File: src/rtl/backprop_w1_scheduler_pkg.sv
// Shared state encodings and default latencies for the layer-1 weight-update scheduler.
// Pure definitions: no logic, no latency, no flow control.
package backprop_w1_scheduler_pkg;

  localparam int DEF_RD_LAT = 1;
  localparam int DEF_DP_LAT = 9;

  typedef enum logic [1:0] {
    ST_IDLE  = 2'd0,
    ST_ISSUE = 2'd1,
    ST_DRAIN = 2'd2,
    ST_DONE  = 2'd3
  } state_e;

endpackage

File: src/rtl/bp_tag_pipe.sv
// Fixed-depth valid+tag shift register that mirrors the datapath pipeline; DEPTH-cycle latency.
// Never stalls (the datapath cannot); flush clears all valids on the next edge.
module bp_tag_pipe #(
  parameter int DEPTH = 10,
  parameter int W     = 4
) (
  input  logic         clk,
  input  logic         reset_n,
  input  logic         flush,
  input  logic         push_vld,
  input  logic [W-1:0] push_dat,
  output logic         pop_vld,
  output logic [W-1:0] pop_dat,
  output logic         any_vld
);

  logic [DEPTH-1:0]        vld;
  logic [DEPTH-1:0][W-1:0] dat;

  always_ff @(posedge clk or negedge reset_n) begin
    if (!reset_n) begin
      vld <= '0;
      dat <= '0;
    end else begin
      if (flush) begin
        vld <= '0;
      end else begin
        vld[0] <= push_vld;
        for (int k = 1; k < DEPTH; k++) vld[k] <= vld[k-1];
      end
      dat[0] <= push_dat;
      for (int k = 1; k < DEPTH; k++) dat[k] <= dat[k-1];
    end
  end

  assign pop_vld = vld[DEPTH-1];
  assign pop_dat = dat[DEPTH-1];
  assign any_vld = |vld;

endmodule

File: src/rtl/backprop_w1_scheduler.sv
// Walks all N_HID x N_IN weights, one read per cycle; write lands RD_LAT+DP_LAT+1 cycles after its read.
// hold pauses issue only; in-flight results always drain since the datapath cannot stall.
module backprop_w1_scheduler
  import backprop_w1_scheduler_pkg::*;
#(
  parameter int N_IN   = 4,
  parameter int N_HID  = 4,
  parameter int IN_AW  = 2,
  parameter int HID_AW = 2,
  parameter int RD_LAT = DEF_RD_LAT,
  parameter int DP_LAT = DEF_DP_LAT
) (
  input  logic              clk,
  input  logic              reset_n,
  input  logic              start,
  input  logic              abort,
  input  logic              hold,
  output logic              busy,
  output logic              done,
  output logic              rd_en,
  output logic [IN_AW-1:0]  rd_in_idx,
  output logic [HID_AW-1:0] rd_hid_idx,
  input  logic [31:0]       dp_w_new,
  output logic              wr_en,
  output logic [IN_AW-1:0]  wr_in_idx,
  output logic [HID_AW-1:0] wr_hid_idx,
  output logic [31:0]       wr_data
);

  localparam int T  = RD_LAT + DP_LAT;
  localparam int TW = HID_AW + IN_AW;
  localparam logic [IN_AW-1:0]  LAST_IN  = IN_AW'(N_IN - 1);
  localparam logic [HID_AW-1:0] LAST_HID = HID_AW'(N_HID - 1);

  state_e            state, state_nxt;
  logic [IN_AW-1:0]  in_idx;
  logic [HID_AW-1:0] hid_idx;
  logic              last_issue;
  logic              pop_vld;
  logic [TW-1:0]     pop_dat;
  logic              pipe_busy;

  assign last_issue = (in_idx == LAST_IN) && (hid_idx == LAST_HID);

  always_ff @(posedge clk or negedge reset_n) begin
    if (!reset_n) state <= ST_IDLE;
    else          state <= state_nxt;
  end

  // abort outranks start in IDLE and suppresses the read issued in the abort cycle
  always_comb begin
    state_nxt = state;
    rd_en     = 1'b0;
    case (state)
      ST_IDLE:  if (start && !abort) state_nxt = ST_ISSUE;
      ST_ISSUE: begin
        rd_en = !hold && !abort;
        if (abort)                   state_nxt = ST_IDLE;
        else if (rd_en && last_issue) state_nxt = ST_DRAIN;
      end
      ST_DRAIN: begin
        if (abort)           state_nxt = ST_IDLE;
        else if (!pipe_busy) state_nxt = ST_DONE;
      end
      ST_DONE:  state_nxt = ST_IDLE;
      default:  state_nxt = ST_IDLE;
    endcase
  end

  assign busy       = (state != ST_IDLE);
  assign done       = (state == ST_DONE);
  assign rd_in_idx  = in_idx;
  assign rd_hid_idx = hid_idx;

  // Counters stop on the last weight rather than wrapping; cleared outside ISSUE.
  always_ff @(posedge clk or negedge reset_n) begin
    if (!reset_n) begin
      in_idx  <= '0;
      hid_idx <= '0;
    end else if (state != ST_ISSUE || abort) begin
      in_idx  <= '0;
      hid_idx <= '0;
    end else if (rd_en && !last_issue) begin
      if (in_idx == LAST_IN) begin
        in_idx  <= '0;
        hid_idx <= hid_idx + 1'b1;
      end else begin
        in_idx  <= in_idx + 1'b1;
      end
    end
  end

  bp_tag_pipe #(
    .DEPTH (T),
    .W     (TW)
  ) u_tag_pipe (
    .clk      (clk),
    .reset_n  (reset_n),
    .flush    (abort),
    .push_vld (rd_en),
    .push_dat ({hid_idx, in_idx}),
    .pop_vld  (pop_vld),
    .pop_dat  (pop_dat),
    .any_vld  (pipe_busy)
  );

  always_ff @(posedge clk or negedge reset_n) begin
    if (!reset_n) begin
      wr_en      <= 1'b0;
      wr_data    <= '0;
      wr_in_idx  <= '0;
      wr_hid_idx <= '0;
    end else begin
      wr_en <= pop_vld && !abort;
      if (pop_vld) begin
        wr_data                   <= dp_w_new;
        {wr_hid_idx, wr_in_idx}   <= pop_dat;
      end
    end
  end

endmodule

File: config.mk
export PLATFORM = sky130hd
export DESIGN_NAME = backprop_w1_scheduler
export DESIGN_NICKNAME = d
export VERILOG_FILES = /design/src/rtl/backprop_w1_scheduler_pkg.sv /design/src/rtl/bp_tag_pipe.sv /design/src/rtl/backprop_w1_scheduler.sv
export SDC_FILE = /design/constraint.sdc
export NUM_CORES = 1
export LEC_CHECK = 0
export CORE_MARGIN = 2
export CORE_UTILIZATION = 48
export DETAILED_ROUTE_END_ITERATION = 8
export GPL_ROUTABILITY_DRIVEN = 0
export GPL_TIMING_DRIVEN = 0
export PLACE_DENSITY = 0.8
export SYNTH_ARGS = -nofsm -noshare
export SYNTH_HDL_FRONTEND = slang
export SYNTH_HIERARCHICAL = 1
export SYNTH_SLANG_ARGS = --single-unit
File: constraint.sdc
create_clock -name clk -period 1.6 [get_ports clk]
set_input_delay 0.32 -clock clk [delete_from_list [all_inputs] [get_ports clk]]
set_output_delay 0.32 -clock clk [all_outputs]
set_load 0.1 [all_outputs]
# Word-level counts from Yosys, hierarchy flattened
# Index checks and enable logic that the tools add are counted.
# op_classes
add_sub_neg,2
mul,0
n_div,0
magnitude_cmp,0
eq_ne,9
shift,0
muxes,14
bitwise_logic,0
n_reduce_logical,17
# op_table
cell,count
two-way mux 2 bit,11
two-way mux 10 bit,1
OR reduction 10 bit,1
equality test 2 bit (second input constant),4
case mux 2 bit (4 select lines),1
logical AND 1 bit,6
!= test 3 bit (second input constant),2
nonzero test 2 bit,3
adder 2 x 1 -> 2 bit (second input constant),2
zero test 1 bit,3
AND reduction 3 bit,1
equality test 2 x 1 -> 1 bit (second input constant),1
zero test 2 bit,1
!= test 2 x 1 -> 1 bit (second input constant),1
!= test 2 bit (second input constant),1
AND reduction 2 bit,1
logical OR 1 bit,1
two-way mux 1 bit,1
# totals
reg_bits,93
latchBits,0
ram_bits,0
romBits,0
inputBits,37
out_inout_bits,44
wordCells,60
memories,0

# Logic depth before layout (Yosys ltp)
# logic_depth
ltp_word,6
depth_mapped,4
ltp_nobuf,4

# Cells and area by module
# Netlist, hierarchy kept.
# modules_own_cells
module,instances,cells_per_inst,area_per_inst_um2,seq_area_each_um2
backprop_w1_scheduler,1,115,1791.7,1076.0
bp_tag_pipe,1,68,1365.1,1251.2

# Worst setup path after synthesis
# Ideal clock, no wire load.
# synth_path
path_type,register -> output
start,register state[1]
end,output port rd_en
arrival_time_ns,2.182
required_ns,1.280
setup_slack_ns,-0.902
path_stages_with_launch,4
n_path_buf,1
path_cell_list,dfrtp_1 buf_6 or3b_4 nor2_1
# synth_via
elab_chain_cells,2
# synth_rtl
item,line,source
start: declaration,backprop_w1_scheduler.sv:35,"state_e state, state_nxt;"
start signal: assignment,backprop_w1_scheduler.sv:47,else state <= state_nxt;
equality test 2 x 1 -> 1 bit,backprop_w1_scheduler.sv:54,case (state)
two-way mux 1 bit,backprop_w1_scheduler.sv:54,
end: declaration,backprop_w1_scheduler.sv:20,"output logic rd_en,"
# No other way between the ends.

# Final worst setup path
# Same ends and word-level chain as after synthesis.

==> flow_metrics.tcl <==
set metrics [dict create \
    rsz0062_at_grt "true" \
    yosysWarnings 6 \
    finalInstanceArea_sq_mm 0.004222 \
    synth_compound_area_share_pct 1.467 \
    final-max-slew-violation-count 0 \
    die_h_microns 85.10 \
    cts_buffers 9 \
    synth_seq_cells 93 \
    antenna_found_initial 0 \
    drtIter0Drc 75 \
    synth_edf_count 0 \
    rr_worst_depth 3 \
    slew_headroom_pct 63.04 \
    r2r-end "rd_hid_idx[1]" \
    rows 29 \
    grt_max_degree 70 \
    worst_slew_pin_slew_ns 0.5570 \
    worstSkewPairLatency_ns 0.35 \
    synth_ff_type "dfrtp_1" \
    cap_violations 0 \
    finClkSkew_ns 0.005545 \
    ant_nets 0 \
    r2r-start "rd_hid_idx[0]" \
    root_buffer "clkbuf_8" \
    dieArea_sq_mm 0.007241 \
    n_fill_cell 486 \
    post_drt_wl_per_cell_microns 15.27 \
    slowest_delay_ns 0.41 \
    async_flop_share_pct 100.0 \
    layout_setup_ws_ns -0.1742 \
    cts.reportedPaths.clkPinSlew_ns 0.08 \
    hold_viol_final 0 \
    status "finished, violations left" \
    synthTopCellsByCount "dfrtp_1 (93), mux2_2 (39), nor2b_1 (11)" \
    nets 322 \
    dp_hpwl_mm 3.570 \
    yosysTopAreaCell "dfrtp_1" \
    finalCritPeriodShare_pct 110.9 \
    dp.cells 341 \
    reg2reg_slack_ns 0.12 \
    hold_depth 0 \
    setup-tns-final_ns -0.3172 \
    synth_top_family_by_area "multiplexers" \
    via_count 1810 \
    critical_path_peak_fanout 2 \
    h-tree-depth 3 \
    avgSynthCellArea_sq_um 17.25 \
    antenna_cells 0 \
    power_density_mw_per_mm2 989.6 \
    startpoint "state[1]" \
    cp.arrival_ns 1.45 \
    drc_errors 0 \
    critical_path_depth 3 \
    crit_family "simple AND/OR/NAND/NOR gates" \
    critPathBufInv 1 \
    cts_tree "done" \
    grt_pass1_wl_mm 9.073 \
    ys_top_cells_by_area "dfrtp_1 (74%), mux2_2 (14%), nor2b_1 (2.2%), and4bb_2 (2.0%), buf_4 (1.7%)" \
    die_x_microns 85.10 \
    synthCells 183 \
    yosysSeqAreaShare_pct 73.72 \
    holdWs_ns 0.3504 \
    start_kind "flip-flop" \
    cts_buffer_depth 2 \
    cts.sinks 93 \
    synth_mux_area_share_pct 13.91 \
    synth-adder-area-share_pct 0.7927 \
    io_pins 81 \
    yosysMostFrequentCell "dfrtp_1" \
    syn_area_sq_mm 0.003157 \
    viasPerCell 4.986 \
    synth_cell_types 26 \
    drt-total-wl_mm 5.542 \
    synth_xor_area_share_pct 0 \
    drtPass1Iterations 4 \
    layout_min_cycle_time_ns 1.774 \
    core_area_sq_mm 0.006350 \
    slowest_stage "dfrtp_2" \
    fin_cells 363 \
    power_w 0.004178 \
    synthSimpleGateAreaFrac_pct 7.531 \
    postPlaceCellArea_sq_mm 0.004106 \
    endpoint_kind "output pin" \
    grt_pass1_vias 1845 \
    worstPathCellList "or3b_4 -> nor2_4 -> buf_12" \
    path_class "reg2out" \
    yosysTopAreaCellShare_pct 73.72 \
    required_ns 1.28 \
    leakage_nw 2.223 \
    setup.worst_path.end "rd_en" \
    port_buffers 80 \
    clock.fmax_ghz 0.5636 \
    grt_overflow_total 0 \
    area_growth_pct 33.73 \
    start_util_pct 49.71 \
    setup_viol 3 \
    ir_drop_uv 599.8 \
    violations "negative setup slack" \
    syn_nets 222 \
    grt.total_usage_pct 16.65 \
    hold_path.class "reg2reg" \
    drive_gt1_share_pct 47.55 \
]
==> power breakdown <==
group	internal, W	switching [W]	leakage (nW)
clock	0.000835	0.000719	0.102
combinational	0.000125	0.000125	0.838
sequential	0.00237	0.00000755	1.28
total	0.00333	0.000852	2.22
==> layer usage <==
layer / part of all wire [%] / GRT usage, % / up-vias / wire length (microns)
met5: 0 / 0 / - / 0
met3: 7.8 / 5.545 / 8 / 434
met4: 1.1 / 6.494 / 0 / 63
met2: 46 / 24.72 / 72 / 2536
li1: - / - / 821 / -
met1: 45 / 22.99 / 909 / 2508
==> repair_timing <==
item                                   4_1_cts  5_1_grt
pin swaps                                    2        2
hold buffers                                 1        0
endpoints found under the hold margin       24        0
setup endpoints to repair                   45       39
gates resized for setup                    174       66
buffers inserted                             6        3
==> cells in the final DEF, fill, tap and decap left out, types with 2 or more instances in the layout <==
cell             synthesis  final
clkdlybuf4s18_2          0      2
nor4_1                   2      2
clkbuf_8                 0     13
mux2_2                  39     39
nor4b_1                  2      2
clkdlybuf4s50_1          0     34
dfrtp_1                 93     88
buf_12                   0      3
nor2_1                   3      2
and4bb_2                 5      5
ha_1                     2      2
buf_4                    7     16
buf_2                    2     40
nor2b_1                 11     11
dfrtp_4                  0      4
==> worst min-delay path by stage <==
stage                  startpoint                 end
2_1_floorplan             reset_n            state[0]
3_3_place_gp    u_tag_pipe/dat[4]   u_tag_pipe/dat[8]
3_5_place_dp              reset_n         wr_data[14]
4_1_cts         u_tag_pipe/dat[3]   u_tag_pipe/dat[7]
5_1_grt         u_tag_pipe/dat[1]   u_tag_pipe/dat[5]
6_report       u_tag_pipe/dat[25]  u_tag_pipe/dat[29]
==> stage by stage <==
stage / util [%] / worst slack (ns)
2_1_floorplan: - / -0.1234
3_3_place_gp: 64.28 / -3.547
3_5_place_dp: 64.67 / -1.600
4_1_cts: 69.50 / -0.2328
5_1_grt: 66.48 / -0.2364
6_report: 66.48 / -0.1742
==> worst reg2reg max path, cell delays in order, from the launching register on <==
cell and delay [ns]:
dfrtp_4 0.51, ha_1 0.27, nor3b_2 0.24, mux2_2 0.36
==> final cells by class <==
class	count	area (sq um)	area share [%]
Buffer	9	71.32	1.689
Clock buffer	13	168.9	4.001
Clock inverter	1	30.03	0.7113
Inverter	1	3.754	0.08892
Multi-Input combinational cell	78	764.5	18.11
Sequential cell	93	2344	55.51
Tap cell	77	96.34	2.282
Timing Repair Buffer	91	743.2	17.61
==> kinds of logic after synthesis <==
family	count (synthesis)
flip-flops	93
adder cells (fa/ha/maj)	2
AO/OA/AOI/OAI	5
AND/OR/NAND/NOR	32
multiplexers	39
buffers and inverters	12
==> flip-flops by register name, summed over array words and instances, names as in the netlist <==
register,count
wr_hid_idx,2
u_tag_pipe/vld,10
u_tag_pipe/pop_dat,4
state,2
rd_hid_idx,2
rd_in_idx,2
wr_data,32
wr_in_idx,2
wr_en,1
u_tag_pipe/dat,36
No activity file was read; power rests on OpenSTA's default activity.
